$ cat config.mk
export PLATFORM = sky130hd
export DESIGN_NAME = ddram_rom_loader
export DESIGN_NICKNAME = d
export VERILOG_FILES = /design/src/rtl/ddram_rom_loader.sv
export SDC_FILE = /design/constraint.sdc
export NUM_CORES = 1
export LEC_CHECK = 0
export CAP_MARGIN = 20
export CORE_MARGIN = 4
export CORE_UTILIZATION = 55
export CTS_CLUSTER_SIZE = 16
export DETAILED_ROUTE_END_ITERATION = 12
export PLACE_DENSITY = 0.86
export SKIP_LAST_GASP = 1
export SLEW_MARGIN = 5
export SYNTH_ARGS = -nofsm -noshare
export SYNTH_HDL_FRONTEND = slang
export SYNTH_SLANG_ARGS = --single-unit
$ cat constraint.sdc
create_clock -name clk_sys -period 12.7 [get_ports clk_sys]
set_input_delay 2.54 -clock clk_sys [delete_from_list [all_inputs] [get_ports clk_sys]]
set_output_delay 2.54 -clock clk_sys [all_outputs]
set_load 0.05 [all_outputs]
$ cat src/rtl/ddram_rom_loader.sv
// Packs the PCM region of the ROM download stream into 64-bit DDRAM words with byte
// enables and writes them one word at a time, stalling the HPS download during each write.
module ddram_rom_loader #(
  parameter logic [7:0]  INDEX        = 8'd0,
  parameter logic [24:0] REGION_START = 25'h40000,
  parameter logic [24:0] REGION_SIZE  = 25'h40000,
  parameter logic [28:0] BASE_ADDR    = 29'h0
) (
  input  logic        clk_sys,
  input  logic        reset,
  input  logic        ioctl_download,
  input  logic        ioctl_wr,
  input  logic [24:0] ioctl_addr,
  input  logic [7:0]  ioctl_dout,
  input  logic [7:0]  ioctl_index,
  output logic        ioctl_wait,
  input  logic        DDRAM_BUSY,
  output logic [28:0] DDRAM_ADDR,
  output logic [63:0] DDRAM_DIN,
  output logic [7:0]  DDRAM_BE,
  output logic        DDRAM_WE,
  output logic [7:0]  DDRAM_BURSTCNT,
  output logic        done
);

  typedef enum logic {S_FILL, S_FLUSH} state_t;

  state_t      state_q, state_d;
  logic        buf_vld_q, buf_vld_d;
  logic [7:0]  buf_be_q, buf_be_d;
  logic [21:0] buf_word_q, buf_word_d;
  logic [63:0] buf_data_q, buf_data_d;
  logic        pend_vld_q, pend_vld_d;
  logic [21:0] pend_word_q, pend_word_d;
  logic [2:0]  pend_lane_q, pend_lane_d;
  logic [7:0]  pend_data_q, pend_data_d;
  logic        last_q, last_d;
  logic        done_q, done_d;
  logic        dl_prev_q;
  logic        wait_q;

  logic [24:0] rel;
  logic [25:0] region_end;
  logic        in_region, byte_ok, dl_fall, accept, race;
  logic [21:0] byte_word, load_word;
  logic [2:0]  byte_lane, load_lane;
  logic [7:0]  load_data;

  assign rel        = ioctl_addr - REGION_START;
  assign region_end = {1'b0, REGION_START} + {1'b0, REGION_SIZE};
  assign in_region  = (ioctl_addr >= REGION_START) && ({1'b0, ioctl_addr} < region_end);
  assign byte_ok    = ioctl_download & ioctl_wr & (ioctl_index == INDEX) & in_region;
  assign byte_word  = rel[24:3];
  assign byte_lane  = rel[2:0];
  assign dl_fall    = dl_prev_q & ~ioctl_download;
  assign accept     = (state_q == S_FLUSH) & ~DDRAM_BUSY;
  // A strobe that slips in before wait is visible is kept rather than dropped.
  assign race       = (state_q == S_FLUSH) & byte_ok & ~wait_q & ~pend_vld_q;

  assign load_word  = pend_vld_q ? pend_word_q : byte_word;
  assign load_lane  = pend_vld_q ? pend_lane_q : byte_lane;
  assign load_data  = pend_vld_q ? pend_data_q : ioctl_dout;

  always_comb begin
    state_d     = state_q;
    buf_vld_d   = buf_vld_q;
    buf_be_d    = buf_be_q;
    buf_word_d  = buf_word_q;
    buf_data_d  = buf_data_q;
    pend_vld_d  = pend_vld_q;
    pend_word_d = pend_word_q;
    pend_lane_d = pend_lane_q;
    pend_data_d = pend_data_q;
    last_d      = last_q;
    done_d      = 1'b0;

    case (state_q)
      S_FILL: begin
        if (byte_ok) begin
          if (!buf_vld_q || byte_word == buf_word_q) begin
            if (!buf_vld_q) begin
              buf_data_d = '0;
              buf_be_d   = '0;
            end
            buf_data_d[byte_lane*8 +: 8] = ioctl_dout;
            buf_be_d[byte_lane]          = 1'b1;
            buf_word_d                   = byte_word;
            buf_vld_d                    = 1'b1;
            if (byte_lane == 3'd7) state_d = S_FLUSH;
          end else begin
            pend_vld_d  = 1'b1;
            pend_word_d = byte_word;
            pend_lane_d = byte_lane;
            pend_data_d = ioctl_dout;
            state_d     = S_FLUSH;
          end
        end else if (dl_fall) begin
          if (buf_vld_q) begin
            last_d  = 1'b1;
            state_d = S_FLUSH;
          end else begin
            done_d = 1'b1;
          end
        end
      end

      S_FLUSH: begin
        if (dl_fall) last_d = 1'b1;
        if (accept) begin
          buf_vld_d  = 1'b0;
          buf_be_d   = '0;
          buf_data_d = '0;
          state_d    = S_FILL;
          if (pend_vld_q || race) begin
            buf_vld_d                    = 1'b1;
            buf_word_d                   = load_word;
            buf_be_d[load_lane]          = 1'b1;
            buf_data_d[load_lane*8 +: 8] = load_data;
            pend_vld_d                   = 1'b0;
            if (load_lane == 3'd7 || last_d) state_d = S_FLUSH;
          end else if (last_d) begin
            done_d = 1'b1;
            last_d = 1'b0;
          end
        end else if (race) begin
          pend_vld_d  = 1'b1;
          pend_word_d = byte_word;
          pend_lane_d = byte_lane;
          pend_data_d = ioctl_dout;
        end
      end

      default: state_d = S_FILL;
    endcase
  end

  // Control state: reset returns to an empty buffer and drops any write in flight.
  always_ff @(posedge clk_sys) begin
    if (reset) begin
      state_q    <= S_FILL;
      buf_vld_q  <= 1'b0;
      buf_be_q   <= '0;
      pend_vld_q <= 1'b0;
      last_q     <= 1'b0;
      done_q     <= 1'b0;
      dl_prev_q  <= 1'b0;
      wait_q     <= 1'b0;
    end else begin
      state_q    <= state_d;
      buf_vld_q  <= buf_vld_d;
      buf_be_q   <= buf_be_d;
      pend_vld_q <= pend_vld_d;
      last_q     <= last_d;
      done_q     <= done_d;
      dl_prev_q  <= ioctl_download;
      wait_q     <= (state_d == S_FLUSH);
    end
  end

  // Data payload: qualified by the valid flags above, so it needs no reset.
  always_ff @(posedge clk_sys) begin
    buf_word_q  <= buf_word_d;
    buf_data_q  <= buf_data_d;
    pend_word_q <= pend_word_d;
    pend_lane_q <= pend_lane_d;
    pend_data_q <= pend_data_d;
  end

  assign ioctl_wait     = wait_q;
  assign DDRAM_WE       = (state_q == S_FLUSH);
  assign DDRAM_ADDR     = DDRAM_WE ? BASE_ADDR + {7'd0, buf_word_q} : BASE_ADDR;
  assign DDRAM_DIN      = DDRAM_WE ? buf_data_q : 64'd0;
  assign DDRAM_BE       = DDRAM_WE ? buf_be_q : 8'd0;
  assign DDRAM_BURSTCNT = 8'd1;
  assign done           = done_q;

endmodule

# ---- Word-level counts from Yosys, hierarchy flattened
# Cells that the tools add are included.
# Widths: inputs -> output; s select.
dict set report word_totals {
  in_bits 46
  ff_bits 133
  elab_cells 151
}
dict set report op_classes {
  reduce_logical 13
  n_addsub 3
  n_mux 84
  bitwise_logic 14
  eq_ne 15
  n_lt_le_gt_ge 6
  shifts 4
}
# operator count
set op_table {}
lappend op_table {{$mux 64} 9}
lappend op_table {{$mux 22} 10}
lappend op_table {{$pmux 64 s2} 1}
lappend op_table {{$shift 8x34->64 const A} 2}
lappend op_table {{$shiftx 8x34->64} 2}
lappend op_table {{$mux 8} 14}
lappend op_table {{$pmux 22 s2} 2}
lappend op_table {{$neg 6->34} 2}
lappend op_table {{$and 64x64->64} 1}
lappend op_table {{$bwmux 64} 1}
lappend op_table {{$mux 1} 32}
lappend op_table {{$pmux 8 s2} 2}
lappend op_table {{$ge 25x19->1 const B} 1}
lappend op_table {{$lt 25x20->1 const B} 1}
lappend op_table {{$sub 25x19->25 const B} 1}
lappend op_table {{$eq 22x22->1} 1}
lappend op_table {{$mux 3} 5}
lappend op_table {{$ne 2x2->1 const B} 6}
lappend op_table {{$reduce_and 4->1} 3}
lappend op_table {{$pmux 1 s2} 5}
lappend op_table {{$and 1x1->1} 8}
lappend op_table {{$logic_not 8->1} 1}
lappend op_table {{$lt 3x4->1 const B} 2}
lappend op_table {{$ne 2x1->1 const B} 4}
lappend op_table {{other kinds (12)} 23}

# ---- Longest topological paths before layout
# Gate-level depths: netlist of run 1.
dict set report logic_depth {
  word_depth 10
  depth_mapped 11
  mapped_depth_nobuf 9
}

# ---- Least setup slack after synthesis of run 1
# Ideal clock, no wire load.
dict set report synth_timing {
  path_kind {input port to flip-flop}
  start {input port ioctl_addr[18]}
  end {register buf_word_q[0] (enable)}
  path_buffers 0
  required_ns 12.291
  arrival_time_ns 5.329
  path_slack_ns 6.962
  setup_ns 0.409
  path_stages 9
  cell_sequence {inv_1 ha_1 nor3b_1 mux2i_1 nand4_1 or4_4 nand2_1 nor2_1 o22ai_1}
}
dict set report synth_via {
  elab_chain_len 9
  elab_cells_between_ends 15
  cone_classes {add/sub (1); order compare (2); eq/ne (4); bitwise (4); reduce/logical (4)}
}
# element line_no
set synth_lines {}
lappend synth_lines {{from (decl)} 13} ;# input logic [24:0] ioctl_addr,
lappend synth_lines {{$ge 25x19->1 or $lt 25x20->1 (tied branches)} 51} ;# assign in_region = (ioctl_addr >= REGION_START) && ({1'b0, ioctl_addr} < region_end);
lappend synth_lines {{$logic_and 1x1->1} 51}
lappend synth_lines {{$and 1x1->1} 52} ;# assign byte_ok = ioctl_download & ioctl_wr & (ioctl_index == INDEX) & in_region;
lappend synth_lines {{$and 1x1->1 (3 in series)} 58} ;# assign race = (state_q == S_FLUSH) & byte_ok & ~wait_q & ~pend_vld_q;
lappend synth_lines {{$logic_or 1x1->1} 114} ;# if (pend_vld_q || race) begin
lappend synth_lines {{$ne 2x1->1 (no source line)} --}
lappend synth_lines {{$reduce_and 4->1 (no source line) *} --}
lappend synth_lines {{to (signal assigned)} 162} ;# buf_word_q <= buf_word_d;
lappend synth_lines {{to (decl)} 31} ;# logic [21:0] buf_word_q, buf_word_d;
# Every way passes the cells marked *; elsewhere a longest branch is shown, timed or not.
# A chain may end at the register's enable or synchronous reset.

# ---- Final worst setup path of run 1
dict set report layout_timing {
  start {input port ioctl_addr[18]}
  end {register buf_data_q[32] (enable)}
}
dict set report layout_via {
  elab_chain_len 5
  elab_cells_between_ends 10
  cone_classes {add/sub (1); order compare (2); eq/ne (3); bitwise (1); reduce/logical (3)}
}
# element line_no
set layout_lines {}
lappend layout_lines {{$sub 25x19->25 (tied with other cells)} 49} ;# assign rel = ioctl_addr - REGION_START;
lappend layout_lines {{$eq 22x22->1 or $logic_and 1x1->1 (tied branches)} {80, 51}}
lappend layout_lines {{$logic_or 1x1->1 or $and 1x1->1 (tied branches)} {80, 52}}
lappend layout_lines {{$ne 2x1->1 (no source line) or $ne 2x2->1 (tied branches)} --}
lappend layout_lines {{$reduce_and 3->1 (no source line) *} --}
lappend layout_lines {{to (signal assigned)} 163} ;# buf_data_q <= buf_data_d;
lappend layout_lines {{to (decl)} 32} ;# logic [63:0] buf_data_q, buf_data_d;
# Marks and branches as above.

==> flow_results.org, run 1 <==
** Run status
- Outcome :: finished clean

** Clocking
- Clock transition at the registers of the reported paths :: around 0.050 ns
- CTS hold repair buffers :: 0
- CTS max path bufs :: 2
- Num CTS Buffers :: 17
- Gates resized during post-CTS repair numbered 0.
- TritonCTS built the clock tree.
- Insertion delay to the later sink of the worst-skew pair :: 0.43 ns
- Library cell used as clock root buffer :: clkbuf_16
- In this run the post-CTS setup repair buffer count came out at 0.
- Number of sinks driven by the clock tree :: 133
- H-Tree Depth :: 4

** GRT
- For met1 alone, demand over resource in global routing was 0.303.
- Number of antenna violations at the first check in global routing :: 0
- Global router's overall resource usage :: 0.257
- Wire length of the first global-routing pass :: around 29 mm
- Largest net degree at the start of global routing :: 116
- Number of global-route vias before repair :: between 5,000 and 6,000
- For this run, global-route usage on met2 was measured as 0.447.
- Global route total overflow :: 0
- For this run, global-route usage on met3 was measured as 0.0583.
- The global routing stage identified its most utilized layer as met2.

** STA
- After routing, the total negative slack on setup checks comes to 0 ns.
- Setup violations remaining at the end of the flow were counted as 0.
- Transition time of the tightest slew-check pin :: 1.03 ns
- Across the routed clock network, the largest skew measured is 0.0105 ns.
- Based on the critical path, the design can be clocked at up to around 0.17 GHz.
- Post-layout worst setup margin :: 6.69 ns
- Tcrit/Tclk final :: 0.473
- Max transition margin :: 0.313
- The count of final max-slew check failures is 0.
- The number of hold violations in the final report was 0.
- Subtracting the final worst setup slack from the clock period gives 6.01 ns.
- Setup repair after global routing left no endpoint under its margin.

** Setup path
- Required time of the critical path :: 12.74 ns
- For this run, the slowest stage of the critical path takes 0.65 ns.
- At the worst endpoint, the arrival time is 6.06 ns.
- Worst Setup Start Kind :: primary input
- Largest driver fanout on the critical path :: 17
- Critical Path End Type :: flip-flop
- For flop-to-flop paths, the worst setup slack is 9.05 ns.
- Number of buffers and inverters on the critical path :: 2
- Counting cells, the worst reg-to-reg path comes to 7.
- The critical path is of the primary input to flip-flop type.
- The critical path goes through clkdlybuf4s50_1 -> inv_1 -> ha_1 -> nor3b_1 -> mux2i_1 -> nand4_1 -> or4_4 -> a21o_4 -> and2_4 -> a21oi_1.
- FF-to-FF End :: buf_data_q[62]
- Top delay family on crit path :: simple AND/OR/NAND/NOR gates
- Stages on worst setup path :: 10
- The slowest stage of the critical path belongs to the cell a21oi_1.
- Start of the worst register-to-register path :: ioctl_wait

** Pwr
- Reported leakage power :: 0.00326 uW
- Worst vdd ir :: 0.0000806 V
- Power spread over the standard cell area amounts to 114 mW/mm^2.

** Route
- For this block, the routed nets add up to 18.7 mm of wire.
- After the first detailed-routing iteration, the DRC count stood at 501.
- After detailed routing, the average wire length per cell comes to 19.4 um.
- For this block, the via count after detailed routing is 5,620.
- Number of routed nets with antenna violations :: 0
- After detailed routing, the number of remaining DRC violations is 0.
- Via count normalized by instance count :: 5.85
- The first TritonRoute pass finished after 5 iterations.

** Min path
- In this run the most critical hold path is launched from last_q.
- The tightest min-delay check is of the flip-flop to flip-flop type.
- Hold path cells :: 2
- Hold EP :: last_q

** Floorplan
- The region available for standard cell placement spans 0.0126 sq mm.
- DIE AREA :: 0.0147 sq mm
- The initial utilization of the core area, before any placement, comes to 0.560.
- The floorplan step set the die width to 121 um.
- Pin placement for this block handled 158 I/O pins.
- Die span in y :: roughly 120 um
- In this run the core area contains 41 standard-cell rows.

** Synthesis
- Of the synthesized area, sequential elements account for 0.545.
- For this run, asynchronously set or reset flops after synthesis account for 0.
- After synthesis the netlist holds a flip-flop and latch count of around 130.
- Avg Inst Size Synth :: 10.8 sq um
- Number of library cell types mapped by synthesis :: 58
- Synthesis produced a netlist whose cell count is 655.
- Warning count from the yosys run :: 0
- The biggest area contributor in the post-synthesis netlist is edfxtp_1.
- Counting flops with a built-in enable in the synthesized netlist gives approximately 120.
- The share of synthesized area in the top cell type comes to 0.506.
- In the post-synthesis netlist, the biggest area contributors are edfxtp_1, and2_1, a22o_1, nand2_1, dfxtp_1.
- Netlist Area Pre-Place :: 0.00707 sq mm
- For this run, the leading register cell type out of synthesis is edfxtp_1.

** Cells and area
- The filler cells instantiated in the layout total 907.
- Post-layout nets :: roughly 830
- The number of antenna diodes in the final layout is 0.
- Relative to the synthesized area, the layout overhead comes to 28.4%.
- In the final layout, the share of cells above drive strength 1 is 0.0494.

** Place
- The wire-length estimate of the detail-placed layout is 13.2 mm.
- Port bufs :: 142
- Routability-driven placement congestion ratio :: approximately 1
- Post-Place Setup Slack :: 6.29 ns

** Flow run
- Max-cap violation count :: 0
layer usage:
layer	up-vias	part of all wire
li1	2570	-
met1	2650	0.37
met2	341	0.51
met3	59	0.084
met4	0	0.029
met5	-	0
kinds of logic after synthesis:
| family | after synthesis | synth area share |
|---|---|---|
| compound gates | 124 | 0.131 |
| xor+xnor | 29 | 0.0400 |
| fa+ha+maj | 10 | 0.0177 |
| buf+inv | 74 | 0.0505 |
| flops | 133 | 0.545 |
| mux | 7 | 0.0104 |
| other cells | 2 | 0.00106 |
| simple gates | 276 | 0.204 |
tightest hold or removal path: stages, from the launching register on:
cell	delay, ns
dfxtp_1	0.32
inv_1	0.06
a221oi_1	0.06
final cells by class:
cell class                      instances  area (sq um)  share of cell area
Clock buffer                           20           437              0.0481
Clock inverter                         12           136              0.0150
Inverter                               18          67.6             0.00744
Multi-Input combinational cell        461          2920               0.321
Sequential cell                       133          3850               0.425
Tap cell                              172           215              0.0237
Timing Repair Buffer                  145          1450               0.160
worst max path at each step:
stage	from	slack, ns	to
2_1_floorplan	ioctl_addr[18]	6.96	buf_word_q[0]
3_3_place_gp	ioctl_addr[18]	6.50	buf_word_q[13]
3_5_place_dp	ioctl_addr[18]	6.29	buf_word_q[13]
4_1_cts	ioctl_addr[18]	6.71	buf_word_q[3]
5_1_grt	ioctl_addr[18]	6.50	buf_data_q[33]
6_report	ioctl_addr[18]	6.69	buf_data_q[32]
cells in the mapped netlist, drive strengths merged (6+ instances only):
master,number
o21a,6
clkbuf,27
a31oi,6
a21oi,20
ha,10
edfxtp,119
and2,91
nor4,12
nand2,84
xnor2,6
o21ai,14
nand2b,10
a22o,50
nand3,11
inv,17
nor2,36
dfxtp,14
buf,29
nor3,10
nor2b,6
xor2,21
where the power goes:
| part | switching, uW | internal [uW] |
|---|---|---|
| sequential | 0.0539 | 475 |
| combinational | 50.8 | 29.4 |
| clock | 176 | 304 |
state kept, by name, summed over array words and instances (netlist names):
name         count
buf_be_q         8
buf_data_q      64
buf_vld_q        1
buf_word_q      22
dl_prev_q        1
done             1
ioctl_wait       1
last_q           1
pend_data_q      8
pend_lane_q      3
pend_vld_q       1
pend_word_q     22
stage by stage:
step                      hold slack, ns  std cells  total power, uW  utilization  area (sq um)
after floorplan                    0.437        668              534            -          7120
after global placement             0.474        928              559        0.673          8490
after detailed placement           0.471        928              561        0.673          8490
after CTS                          0.489        960             1040        0.718          9060
after global routing               0.512        961             1070        0.719          9080
final                              0.501        961             1040        0.719          9080
placed cells by master (no fill, tap or decap), types with 4 or more instances in the layout:
cell / Yosys / layout
a21oi_1: 20 / 20
inv_1: 17 / 17
and2_1: 90 / 90
nor2b_1: 6 / 6
nor2_1: 36 / 35
dfxtp_1: 14 / 13
nor4_1: 11 / 11
conb_1: 2 / 15
nand3_1: 11 / 11
o21ai_0: 13 / 13
a32o_1: 5 / 5
clkdlybuf4s50_1: 0 / 142
o21a_1: 6 / 6
edfxtp_1: 119 / 119
xnor2_1: 6 / 6
nand2_1: 84 / 84
mux2i_1: 4 / 4
o22ai_1: 5 / 4
nand2b_1: 10 / 10
clkinv_1: 1 / 6
xor2_1: 21 / 21
a31oi_1: 6 / 6
ha_1: 10 / 10
clkbuf_16: 0 / 17
nor3_1: 9 / 9
a22o_1: 50 / 50
(Power assumes the default switching activity.)
==> run 2, diff against run 1 <==
CORE_UTILIZATION = 51   (was 55)
PLACE_DENSITY = 0.81   (was 0.86)
clock period = 6.15 ns   (was 12.7 ns; I/O delays follow)
==> flow_results.org, run 2 (synthesis gave the netlist of run 1 again) <==
** Clocking
- CTS placed an instance of clkbuf_16 at the clock tree root.
- The number of clock buffers added by TritonCTS is 17.
- Post-CTS repair timing setup buffer count :: 0
- Clock transition at the registers of the reported paths :: 0.06 ns
- TritonCTS built the clock tree.
- Insertion delay to the later sink of the worst-skew pair :: around 0.42 ns
- The H-tree was split into 4 levels.
- Number of sinks driven by the clock tree :: 133
- The clock passes through at most 2 buffers.
- Buffers inserted to repair hold after CTS numbered 0.
- Post-cts sizing count :: 0

** GRT
- The initial antenna violation count was 0.
- Across every metal layer, demand over resource in global routing totals 0.230.
- Largest net degree at the start of global routing :: between 80 and 90
- After global routing the overflow that remains totals 0.
- The first global-routing pass estimated 29.0 mm of wire.
- The via count of the first global-routing pass is 5,615.

** Flow run
- Max-cap violations in this run came to 0.

** Route
- Using the TritonRoute via totals, the vias-per-cell ratio works out to 5.83.
- Met2 Routed Length :: approximately 8.9 mm
- Overall via count from detail_route :: between 5,000 and 6,000
- Number of DRC markers in iteration 0 :: 563
- In the routed design, unresolved DRC markers number 0.
- Highest routed layer :: met4
- Once detail routing completed, the nets flagged for antenna violations numbered 0.
- Total routed wire length on the met1 layer :: 7.17 mm
- WL per Instance :: around 19 um
- The routed design has 18.3 mm of wire.
- Before antenna repair, the detailed router went through 6 iterations.
- In the detailed route, the total length drawn on met3 is 1.69 mm.

** Setup path
- STA puts the critical path data required time at 6.20 ns.
- Critical Path End Type :: flip-flop
- The worst register-to-register path has a depth of 6.
- Slowest-stage cell, CP :: a21oi_1
- Worst setup slack for register-to-register paths :: between 2 and 3 ns
- Arrival time at the worst endpoint :: 4.74 ns
- The critical path starts at ioctl_addr[18].
- The critical path goes through clkdlybuf4s50_1 -> inv_1 -> ha_1 -> nor3b_1 -> mux2i_1 -> nand4_1 -> or4_4 -> a21o_4 -> and2_4 -> a21oi_1.
- STA classifies the critical path startpoint as a primary input.
- Capturing element of the worst setup path :: buf_data_q[16]
- In this run the critical register-to-register path is launched from pend_vld_q.
- In this design, the stage delay of the slowest critical-path cell is 0.63 ns.
- By startpoint and endpoint, the worst setup path is classified as primary input to flip-flop.
- Of all nets on the critical path, the largest fanout is 17.
- FF-to-FF End :: buf_data_q[63]

** STA
- The worst path needs 4.69 ns of the cycle, external delays included.
- In the finished design, the share of the clock period the worst path needs comes to 0.762.
- Transition time of the tightest slew-check pin :: 0.988 ns
- Setup violations remaining at the end of the flow were counted as 0.
- Final setup skew :: 0.00706 ns
- Final Hold Viols :: 0
- The count of final max-slew check failures was 0.
- Measured against its own limit, the worst slew margin works out to 0.339.
- Setup repair after global routing missed its margin :: false
- Summed negative setup slack over all endpoints :: 0 ns
- Static timing analysis puts the maximum clock frequency at 0.213 GHz.

** Floorplan
- The floorplan step defined a die boundary enclosing between 0.015 and 0.02 sq mm.
- 158 I/O pins were placed.
- Initial cell density of the core :: 0.527
- Row generation in the floorplan step produced 42 rows.
- The die is 126 um wide.
- The core region is 0.0134 sq mm.
- Die span in y :: 126 um

** Cells and area
- Diode insertion count for antenna repair :: 0
- Compared with the post-synthesis result, the final layout area differs by 28.2%.
- Once layout is done, the placed cells without fillers occupy between 0.009 and 0.01 sq mm.
- The top cell types in the final layout, fill and taps aside, are clkdlybuf4s50_1, edfxtp_1, and2_1.
- Reg with most FFs :: buf_data_q
- Post-layout nets :: 833
- The register with the most flip-flops in the layout has 64 of them.
- The library cell used most frequently in the layout, excluding fill and tap cells, is clkdlybuf4s50_1.
- Registers with the most flip-flops :: buf_data_q x64, buf_word_q x22, pend_word_q x22
- Of the cells placed in the final design, the portion with a size suffix greater than 1 is 0.0582.
- The finished layout holds 966 standard cells, fillers aside.

** Place
- Cell Area, Placed :: 0.00850 sq mm
- Detailed placement finished with a half-perimeter wire length of 13.2 mm.
- Input and output buffers added on the ports amount to 142.
- Routability-driven placement finished with a final weighted congestion of slightly below 1.
- Post-Place Cells :: 933

** Pwr
- The share of total power dissipated in sequential elements is 0.472.
- Of the total power, combinational logic draws 0.079.
- The analysis attributes to cell leakage a power of between 0.003 and 0.004 uW.
- Summed over all nets, the switching power comes to roughly 500 uW.
- Switching portion of total power :: 0.235
- Design internal power :: 1590 uW
- Pwr dens :: 229 mW/mm^2
- Part of the total power dissipated in the clock network :: 0.448
- Across the VDD grid, the largest voltage drop is roughly 0.00017 V.

** Min path
- Type of the tightest min-delay check :: flip-flop to flip-flop
- Start point of the worst hold path :: buf_be_q[7]

** Run status
- Outcome :: finished clean
## run 2: cell types whose count changed in the layout (fill, tap and decap cells not counted), sizes merged
cell,delta
buf,+1
clkbuf,-3
clkinv,+3
clkinvlp,+1
bufinv,-2
inv,+1
## run 2: power groups by stage
stage | clock network, uW | logic [uW] | registers (uW)
2_1_floorplan | 0 | 103 | 1000
3_3_place_gp | 0 | 155 | 1000
3_5_place_dp | 0 | 160 | 1000
4_1_cts | 935 | 161 | 981
5_1_grt | 980 | 175 | 980
6_report | 931 | 165 | 981
## run 2: cell type report
cell class                 count  area (sq um)
clock buffer                  17           425
clock inverter                15           115
fill                         984          4340
inverter                      18          67.6
multi-input combinational    461          2920
sequential                   133          3850
tap                          176           220
timing repair buffer         146          1460
## run 2: how the worst min path moves through the flow
stage,end,slack (ns),cells after the start
2_1_floorplan,buf_be_q[0],0.44,2
3_3_place_gp,last_q,0.48,2
3_5_place_dp,buf_be_q[4],0.48,2
4_1_cts,buf_be_q[4],0.49,2
5_1_grt,buf_be_q[4],0.52,2
6_report,buf_be_q[7],0.50,2
## run 2: through the flow
| step | util | hold WS (ns) | worst slack [ns] | total power, uW |
|---|---|---|---|---|
| after detailed placement | 0.634 | 0.479 | 1.12 | 1160 |
| after floorplan | - | 0.437 | 1.72 | 1100 |
| final | 0.676 | 0.497 | 1.46 | 2080 |
| after global routing | 0.676 | 0.522 | 1.31 | 2130 |
| after global placement | 0.634 | 0.478 | 1.33 | 1150 |
| after CTS | 0.675 | 0.495 | 1.52 | 2080 |
## run 2: critical path, delay by kind of cell
| family | cells | cell delay (ns) |
|---|---|---|
| AND/OR/NAND/NOR | 4 | 1.41 |
| AO/OA/AOI/OAI | 2 | 0.89 |
| buffers and inverters | 2 | 0.67 |
| adder cells (fa/ha/maj) | 1 | 0.26 |
| multiplexers | 1 | 0.26 |
## run 2: metal layers
| metal | up-vias | global-route usage |
|---|---|---|
| met5 | - | 0 |
| met4 | 0 | 0.0944 |
| met3 | 57 | 0.0635 |
| met2 | 350 | 0.389 |
| met1 | 2651 | 0.278 |
| li1 | 2570 | - |
==> run 3, diff against run 2 <==
clock period = 4.85 ns   (was 6.15 ns; I/O delays follow)
==> flow_results.org, run 3 (synthesis gave the netlist of run 1 again) <==
** GRT
- Entering global routing, the biggest net connects 84 pins.
- The first global-routing pass estimated 30.0 mm of wire.
- Global route total overflow :: 0
- Number of global-route vias before repair :: 5,652
- For this run, the total global-route usage over all layers was measured as 0.237.
- The initial antenna violation count was 0.

** Cells and area
- The largest registers in the layout are buf_data_q x64, buf_word_q x22, pend_word_q x22.
- From synthesis to final layout, the design area changed by 30.7%.
- Largest register FFs :: 64
- The register with the most flip-flops in the final layout is buf_data_q.
- Number of fillers in the final layout :: 958
- Fraction of final layout cells sized beyond drive strength 1 :: 0.0725
- The number of antenna diodes in the final layout is 0.
- Post-layout nets :: 843
- In the layout the commonest cells are clkdlybuf4s50_1, edfxtp_1, and2_1.
- Most frequent standard cell in the layout excluding fill and tap cells :: clkdlybuf4s50_1

** Route
- Length of the first detailed-routing pass in iterations :: 5
- The routed layout has 5,700 vias.
- After detailed routing, the average wire length per cell comes to 19.1 um.
- Wires add up to 18.7 mm.
- After detailed routing, the number of vias per cell comes to 5.84.
- The detail route stage leaves a number of antenna-violating nets equal to 0.
- Final routed DRC violation total :: 0
- Number of DRC markers in iteration 0 :: 558

** STA
- Final setup skew :: 0.00933 ns
- Setup repair after global routing missed its margin :: false
- Setup violations, final :: 0
- Headroom to the max-slew limit came out at 0.373.
- The count of final max-slew check failures was 0.
- For the pin with the worst max-slew slack, the measured transition is 0.933 ns.
- Tcrit/Tclk final :: 0.845
- Final critical delay including setup and external delays :: ~4.1 ns
- Timing would allow up to 0.244 GHz.
- The number of hold violations in the final report came to 0.
- Final hold analysis gives a worst-case slack of between 0.4 and 0.5 ns.
- Setup slack on the critical path of the routed design comes to about 0.75 ns.
- In the final timing run, aggregate negative setup slack is 0 ns.

** Floorplan
- Die span in y :: around 130 um
- Die X-Extent :: between 100 and 150 um
- Number of standard-cell rows in the floorplan :: between 40 and 50
- The core region is 0.0134 sq mm.
- DIE AREA :: 0.0158 sq mm
- Number of top-level pins :: between 150 and 200
- For this configuration, the core starts out at a cell density of 0.527.

** Min path
- Type of the tightest min-delay check :: flip-flop to flip-flop

** Place
- Buffers placed on the I/O ports in this run total 142.
- At the placement stage, the worst setup path has a slack of 0.427 ns.
- Detailed placer's ending HPWL :: between 10 and 15 mm
- Routability-driven placement congestion ratio :: 0.955

** Clocking
- CTS max path bufs :: 2
- The clock net in this run drives a total of 133 sinks.
- Clock latency on the worst-skew pair, taken at its later pin, is 0.43 ns.
- After clock tree synthesis, the clock-pin slew on the worst setup and hold paths is 0.06 ns.
- H-Tree Depth :: 4
- The number of gates resized after CTS was 0.
- CTS hold repair buffers :: 0
- Num CTS Buffers :: 17
- The number of setup buffers added after CTS is 0.
- TritonCTS built the clock tree.
- Library cell used as clock root buffer :: clkbuf_16

** Run status
- Outcome :: finished clean

** Pwr
- Power spread over the standard cell area amounts to 312 mW/mm^2.
- The analysis attributes to cell leakage a power of 0.00336 uW.
- Worst vdd ir :: 0.000279 V

** Setup path
- The worst setup path is captured at a flip-flop.
- Worst Setup Start Kind :: primary input
- Required time of the critical path :: 4.98 ns
- Setup Crit Path Kind :: primary input to flip-flop
- Of all nets on the critical path, the largest fanout is 17.
- Arrival time at the worst endpoint :: approximately 4.2 ns

** Flow run
- Across the run, the number of max-cap violations was 0.
run 3: worst max-delay path: stages:
cell	delay [ns]
clkdlybuf4s50_1	0.54
inv_1	0.16
ha_1	0.25
nor3b_1	0.49
mux2i_1	0.26
nand4_1	0.10
or4_4	0.57
a21o_4	0.26
and2_4	0.23
a21oi_1	0.19
buf_4	0.20
run 3: stage by stage:
| stage | utilization | cell area, sq um | instances | total power (uW) |
|---|---|---|---|---|
| 2_1_floorplan | - | 7120 | 668 | 1400 |
| 3_3_place_gp | 0.641 | 8580 | 944 | 1460 |
| 3_5_place_dp | 0.641 | 8580 | 944 | 1470 |
| 4_1_cts | 0.689 | 9240 | 976 | 2890 |
| 5_1_grt | 0.689 | 9240 | 976 | 2950 |
| 6_report | 0.689 | 9240 | 976 | 2880 |
run 3: final timing paths:
path,startpoint,endpoint,slack (ns),depth (start not counted)
setup / recovery,ioctl_addr[18],buf_data_q[22],0.75,11
hold reg to reg,buf_be_q[4],buf_be_q[4],0.49,2
setup reg to reg,pend_vld_q,buf_data_q[42],1.74,5
hold / removal,buf_be_q[4],buf_be_q[4],0.49,2
run 3: final cells by class:
class | count | area, sq um | share of cell area
Sequential cell | 133 | 3850 | 0.417
Multi-Input combinational cell | 461 | 2920 | 0.316
Timing Repair Buffer | 156 | 1530 | 0.165
Clock buffer | 17 | 425 | 0.0461
Clock inverter | 15 | 228 | 0.0247
Tap cell | 176 | 220 | 0.0238
Inverter | 18 | 67.6 | 0.00731
run 3: report_power, final:
group          total [uW]  switching (uW)  internal (uW)
clock network        1430             514            916
registers            1240           0.134           1240
logic                 211             134           77.2
total                2880             648           2240
run 3: per-layer routing:
| layer | global-route usage | vias up | routed length (um) |
|---|---|---|---|
| li1 | - | 2588 | - |
| met1 | 0.296 | 2685 | 7330 |
| met2 | 0.402 | 367 | 9180 |
| met3 | 0.0495 | 60 | 1680 |
| met4 | 0.103 | 0 | 495 |
| met5 | 0 | - | 0 |
